<file path="src/rtl/fifo_read_arbiter.sv">
// fifo_read_arbiter: round-robin burst arbiter sharing one FIFO read port among NUM_REQ consumers
module fifo_read_arbiter #(
  parameter int NUM_REQ   = 4,
  parameter int MAX_BURST = 4,
  parameter int ID_WIDTH  = (NUM_REQ > 1) ? $clog2(NUM_REQ) : 1,
  parameter int CNT_WIDTH = (MAX_BURST > 1) ? $clog2(MAX_BURST) : 1
) (
  input  logic                clk,
  input  logic                rst,
  input  logic [NUM_REQ-1:0]  req,
  input  logic                fifo_empty,
  output logic                fifo_ren,
  output logic [NUM_REQ-1:0]  gnt,
  output logic [ID_WIDTH-1:0] gnt_id,
  output logic                pop,
  output logic                busy
);
  localparam logic [0:0] IDLE  = 1'b0;
  localparam logic [0:0] BURST = 1'b1;
  logic [0:0]           state_q, state_d;
  logic [ID_WIDTH-1:0]  gnt_id_q, gnt_id_d;
  logic [ID_WIDTH-1:0]  rr_ptr_q, rr_ptr_d;
  logic [CNT_WIDTH-1:0] burst_cnt_q, burst_cnt_d;
  logic [NUM_REQ-1:0]   gnt_q, gnt_d;
  logic                 owner_req, last, rel;
  logic [ID_WIDTH-1:0]  nxt_ptr;
  logic [ID_WIDTH:0]    win;
  // returns {found, index} of the first set bit of cand scanning upward from ptr, wrapping
  function automatic logic [ID_WIDTH:0] pick(input logic [NUM_REQ-1:0] cand, input logic [ID_WIDTH-1:0] ptr);
    logic [ID_WIDTH:0] idx;
    logic [ID_WIDTH:0] res;
    res = '0;
    for (int k = NUM_REQ - 1; k >= 0; k--) begin
      idx = {1'b0, ptr} + (ID_WIDTH+1)'(k);
      if (idx >= (ID_WIDTH+1)'(NUM_REQ)) idx = idx - (ID_WIDTH+1)'(NUM_REQ);
      if (cand[idx[ID_WIDTH-1:0]]) res = {1'b1, idx[ID_WIDTH-1:0]};
    end
    return res;
  endfunction
  assign busy      = state_q == BURST;
  assign owner_req = req[gnt_id_q];
  assign pop       = busy & owner_req & ~fifo_empty;
  assign fifo_ren  = pop;
  assign gnt       = gnt_q;
  assign gnt_id    = gnt_id_q;
  assign last      = burst_cnt_q == CNT_WIDTH'(MAX_BURST - 1);
  assign rel       = ~owner_req | (pop & last);
  assign nxt_ptr   = (gnt_id_q == ID_WIDTH'(NUM_REQ - 1)) ? '0 : gnt_id_q + 1'b1;
  // a dropped owner already has req[gnt_id]=0, so raw req is the masked candidate set
  assign win       = pick(req, busy ? nxt_ptr : rr_ptr_q);
  // next-state: arbitrate when idle or on release, otherwise count pops within the burst
  always_comb begin
    state_d     = state_q;
    gnt_id_d    = gnt_id_q;
    rr_ptr_d    = rr_ptr_q;
    burst_cnt_d = burst_cnt_q;
    if (!busy || rel) begin
      rr_ptr_d    = busy ? nxt_ptr : rr_ptr_q;
      state_d     = win[ID_WIDTH] ? BURST : IDLE;
      gnt_id_d    = win[ID_WIDTH] ? win[ID_WIDTH-1:0] : gnt_id_q;
      burst_cnt_d = '0;
    end else if (pop) begin
      burst_cnt_d = burst_cnt_q + 1'b1;
    end
    gnt_d = (state_d == BURST) ? NUM_REQ'(1) << gnt_id_d : '0;
  end
  // state registers with asynchronous active-low reset
  always_ff @(posedge clk or negedge rst) begin
    if (!rst) begin
      state_q     <= IDLE;
      gnt_id_q    <= '0;
      rr_ptr_q    <= '0;
      burst_cnt_q <= '0;
      gnt_q       <= '0;
    end else begin
      state_q     <= state_d;
      gnt_id_q    <= gnt_id_d;
      rr_ptr_q    <= rr_ptr_d;
      burst_cnt_q <= burst_cnt_d;
      gnt_q       <= gnt_d;
    end
  end
endmodule

</file>
<file path="config.mk">
export PLATFORM = sky130hd
export DESIGN_NAME = fifo_read_arbiter
export DESIGN_NICKNAME = d
export VERILOG_FILES = /design/src/rtl/fifo_read_arbiter.sv
export SDC_FILE = /design/constraint.sdc
export NUM_CORES = 1
export LEC_CHECK = 0
export ABC_CLOCK_PERIOD_IN_PS = 4150
export CORE_UTILIZATION = 29
export CTS_CLUSTER_DIAMETER = 40
export DETAILED_ROUTE_END_ITERATION = 6
export PLACE_DENSITY = 0.57
export SLEW_MARGIN = 40
export SYNTH_ARGS = -nofsm -noshare
export SYNTH_HDL_FRONTEND = slang
export SYNTH_SLANG_ARGS = --single-unit
</file>
<file path="constraint.sdc">
create_clock -name clk -period 4.15 [get_ports clk]
set_input_delay 0.83 -clock clk [delete_from_list [all_inputs] [get_ports clk]]
set_output_delay 0.83 -clock clk [all_outputs]
set_load 0.03 [all_outputs]
</file>
== Word level (Yosys, flattened, before mapping) ==
Cells that the tools add are included.
Cells by class
  eq/ne operators: 2
  $add $sub $neg: 9
  bitwise logic cells: 6
  $lt $le $gt $ge: 9
  mux-type cells: 27
  shift operators: 1
  reductions and logical operators: 3
Operator list (count)
  $mux 2: 10
  $lt 2x3->1 const B: 5
  $mux 3: 4
  $bmux 1 s2: 5
  $ge 3x3->1 const B: 3
  $sub 2x1->2 const B: 4
  $mux 1: 7
  $add 2x2->3 const B: 2
  $add 2x1->2 const B: 2
  $eq 2x2->1 const B: 2
  $mux 4: 1
  $shl 1x2->4 const A: 1
  $add 2x1->3 const B: 1
  $and 1x1->1: 3
  $ge 2x3->1 const B: 1
  $not 1->1: 2
  $reduce_bool 2->1: 1
  $logic_not 1->1: 1
  $logic_or 1x1->1: 1
  $or 1x1->1: 1
Storage, ports and cells
  word-level logic and storage cells: 62
  input bits: 7
  output and inout bits: 9
  flip-flop bits (word level): 11

== Logic depth before layout (Yosys ltp) ==
Gate-level depths: netlist of run 1.
  depth after elaboration: 16
  depth in mapped cells: 7
  depth with buffers taken out: 6

== Worst setup path before layout of run 1 ==
No wires, ideal clock.
  kind: input -> output
  start: input req[1]
  end: output pop
  buffers on the path: 2
  required time: 3.320 ns
  arrival: 2.043 ns
  slack: 1.277 ns
  stages on the path: 7
  path through: clkbuf_2 mux2_4 inv_1 nand2_1 o211ai_1 nor2_1 buf_4
Between the ends
  cells in the longest elaborated chain, start to end: 4
RTL lines
  start: declaration: line 10  | input logic [NUM_REQ-1:0] req,
  $bmux 1 s2: line 41  | assign owner_req = req[gnt_id_q];
  $mux 1 (implied by the code): line 41
  $and 1x1->1 (2 in series): line 42  | assign pop = busy & owner_req & ~fifo_empty;
  end: declaration: line 15  | output logic pop,
No other way between the ends. The select of a mux whose other input is x is not followed.

== Worst setup path after layout of run 1 ==
Ends and elaborated chain as after synthesis.

==> results of run 1 <==
## flip-flops by register name, summed over array words and instances, names as in the netlist
name and cells:
gnt_id 2, busy 1, rr_ptr_q 2, gnt 4, burst_cnt_q 2
## cell usage in the layout, fill, tap and decap left out, types with 2 or more instances in the layout
cell,n
inv_1,6
a2111o_1,2
a21o_1,3
nor2_1,6
a21oi_1,6
dfrtp_1,11
a31oi_1,2
clkdlybuf4s50_1,15
nand2_1,2
clkbuf_4,3
nor2b_1,2
mux2_4,2
nand2b_1,3
and2_1,2
nor3_1,2
## worst reg2reg max path, delay by kind of cell (launching register included)
| family | cells | cell delay, ns |
|---|---|---|
| flip-flops | 1 | 0.59 |
| AND/OR/NAND/NOR | 2 | 0.53 |
| AO/OA/AOI/OAI | 3 | 0.71 |
## report_power, final
part / internal, mW / switching, mW / total, mW
clock: 0.0371 / 0.0319 / 0.0690
sequential: 0.153 / 0.0583 / 0.211
combinational: 0.192 / 0.209 / 0.401
total: 0.382 / 0.299 / 0.681
## final timing paths
path / from / endpoint / slack (ns) / cells after the start
max reg2reg: busy / gnt[2] / 2.25 / 5
min: burst_cnt_q[1] / burst_cnt_q[1] / 0.55 / 2
min reg2reg: burst_cnt_q[1] / burst_cnt_q[1] / 0.55 / 2
max in group asynchronous: rst / gnt_id[1] / 2.92 / 1
max: req[1] / pop / 0.58 / 7
min in group asynchronous: rst / gnt[3] / 0.90 / 1
## kinds of logic after synthesis
group / after synthesis / share of synthesized area [%]
and+or+nand+nor: 25 / 19.87
buffers and inverters: 14 / 9.774
xor gates and xnor gates: 2 / 3.206
muxes: 4 / 6.571
adders and majority gates: 1 / 1.602
DFF: 11 / 35.26
AOI/OAI and AO/OA: 24 / 23.72
## cell type report
| class | count | share of cell area (%) |
|---|---|---|
| Clock buffer | 4 | 2.793 |
| Inverter | 6 | 2.394 |
| Multi-Input combinational cell | 56 | 45.61 |
| Sequential cell | 11 | 29.26 |
| Tap cell | 30 | 3.989 |
| Timing Repair Buffer | 15 | 15.96 |
## routing by layer
layer,part of all wire [%],global-route usage (%),routed length (um),vias to the layer above
met1,55,20.55,963,307
met3,2.3,2.825,41,2
met5,0,0,0,-
met4,0.57,5.263,10,0
met2,42,20.99,729,13
li1,-,-,-,330
## through the flow
stage / setup WS (ns) / instance area [um2]
after floorplan: 1.277 / 780.7
after global placement: 0.6173 / 914.6
after detailed placement: 0.5985 / 914.6
after CTS: 0.5783 / 940.9
after global routing: 0.4627 / 940.9
final: 0.5824 / 940.9
==> flow_summary.yaml, run 1 <==
drt:
  first_pass_iters: 3
  via_count: 652
  wl_per_cell_um: 14.30
  drc: 0
  drt_iter0_markers: 11
  antenna_left: 0
  wirelength_mm: 1.745
  vias_per_cell: 5.344
synthesis:
  synth_area_leaders: "dfrtp_1, a21oi_1, mux2_4"
  synth_edf_count: 0
  async_reset_ff_share_pct: 100.0
  syn_nets: 89
  avgSynthCellArea_um2: 9.639
  yosysMostFrequentCell: "dfrtp_1"
  synth_area_um2: 780.7
  synth_cells: 81
  yosysTopAreaCell: "dfrtp_1"
  synth_seq_area_share_pct: 35.26
  yosysTopAreaCellShare_pct: 35.26
  synth_common_cells: "dfrtp_1, a21oi_1, inv_1, nor2_1"
  ys_ff_latch: 11
  ys_types: 41
  synth_ff_type: "dfrtp_1"
  ys_warn_count: 0
cts:
  holdBufCountCts: 0
  cts_buffers: 3
  clock_sinks: 11
  clk_path_buf_depth: 2
  clkLatencyLatePin_ns: 0.26
  cts.clk_slew.worst_paths_ns: 0.06
  post_cts_buffers: 0
  clock-root-buffer: "clkbuf_4"
  h-tree-depth: 1
  tritoncts: "done"
  post_cts_resized: 0
critical_path:
  cp.required_ns: 3.32
  slowest_delay_ns: 0.69
  crit_top_cell: "clkdlybuf4s50_1"
  path_max_fanout: 8
  end_kind: "output port"
  slowest_stage: "clkdlybuf4s50_1"
  cp_num_buf_inv: 3
  crit_type: "input pin to output port"
  cp_top_family: "buffers and inverters"
  cp_data_arrival_time_ns: 2.74
  crit_chain: "clkdlybuf4s50_1 > mux2_4 > inv_1 > nand2_1 > o211ai_1 > nor2_1 > clkdlybuf4s50_1"
  start_kind: "input pin"
power:
  vdd_drop_max_uv: 423.3
  power.leakage_nw: 0.3988
  p_per_area_nw_per_um2: 723.7
  p_total_uw: 681.0
grt:
  grt_first_pass_wirelength_mm: 2.980
  grt.overflow.total: 0
  antenna_found_initial: 0
  grt_use_total_pct: 14.34
  grt_pass1_vias: 636
  grt_max_degree: 20
sta:
  hold_violations: 0
  relSlewSlack_pct: 63.04
  setup_viol: 0
  slew_violations: 0
  worst_pin_slew_ns: 0.5543
  final.period_utilization_pct: 85.97
  min_period_ns: 3.568
  tns_ns: 0
  rsz0062_at_grt: "false"
  max_freq_mhz: 280.3
  final.setup_skew_ns: 0.003410
  whs_ns: 0.5510
finish:
  fin_nets: 101
  multi_input_area_um2: 429.2
  utilization_pct: 37.64
  syn_to_final_growth_pct: 20.51
  final_cells: 122
  fill_cells: 260
  diodes: 0
  seq_area_um2: 275.3
  drive_gt1_share_pct: 13.04
place:
  portBuffers: 15
  dp.cells: 118
  dp_hpwl_mm: 1.262
  place.gp.congestion: 0.7576
die:
  fp.dieArea_um2: 2904
  rows: 18
  start_util_pct: 31.23
  die_y_um: 53.89
  ioPinCount: 16
  die_width_um: 53.89
  core-area_um2: 2500
run:
  max-cap-violations: 0
worst_hold_path:
  min_path_type: "flop to flop"
run_status:
  status: "complete, no violations"
No activity file was read; power rests on OpenSTA's default activity.
==> run 2: changes to the inputs <==
--- a/config.mk
+++ b/config.mk
@@ -8,6 +8,7 @@
 export ABC_CLOCK_PERIOD_IN_PS = 4150
 export CORE_UTILIZATION = 29
 export CTS_CLUSTER_DIAMETER = 40
+export CTS_CLUSTER_SIZE = 20
 export DETAILED_ROUTE_END_ITERATION = 6
 export PLACE_DENSITY = 0.57
 export SLEW_MARGIN = 40
==> results of run 2 <==
The final DEF is identical to that of run 1; final timing and power are the same.
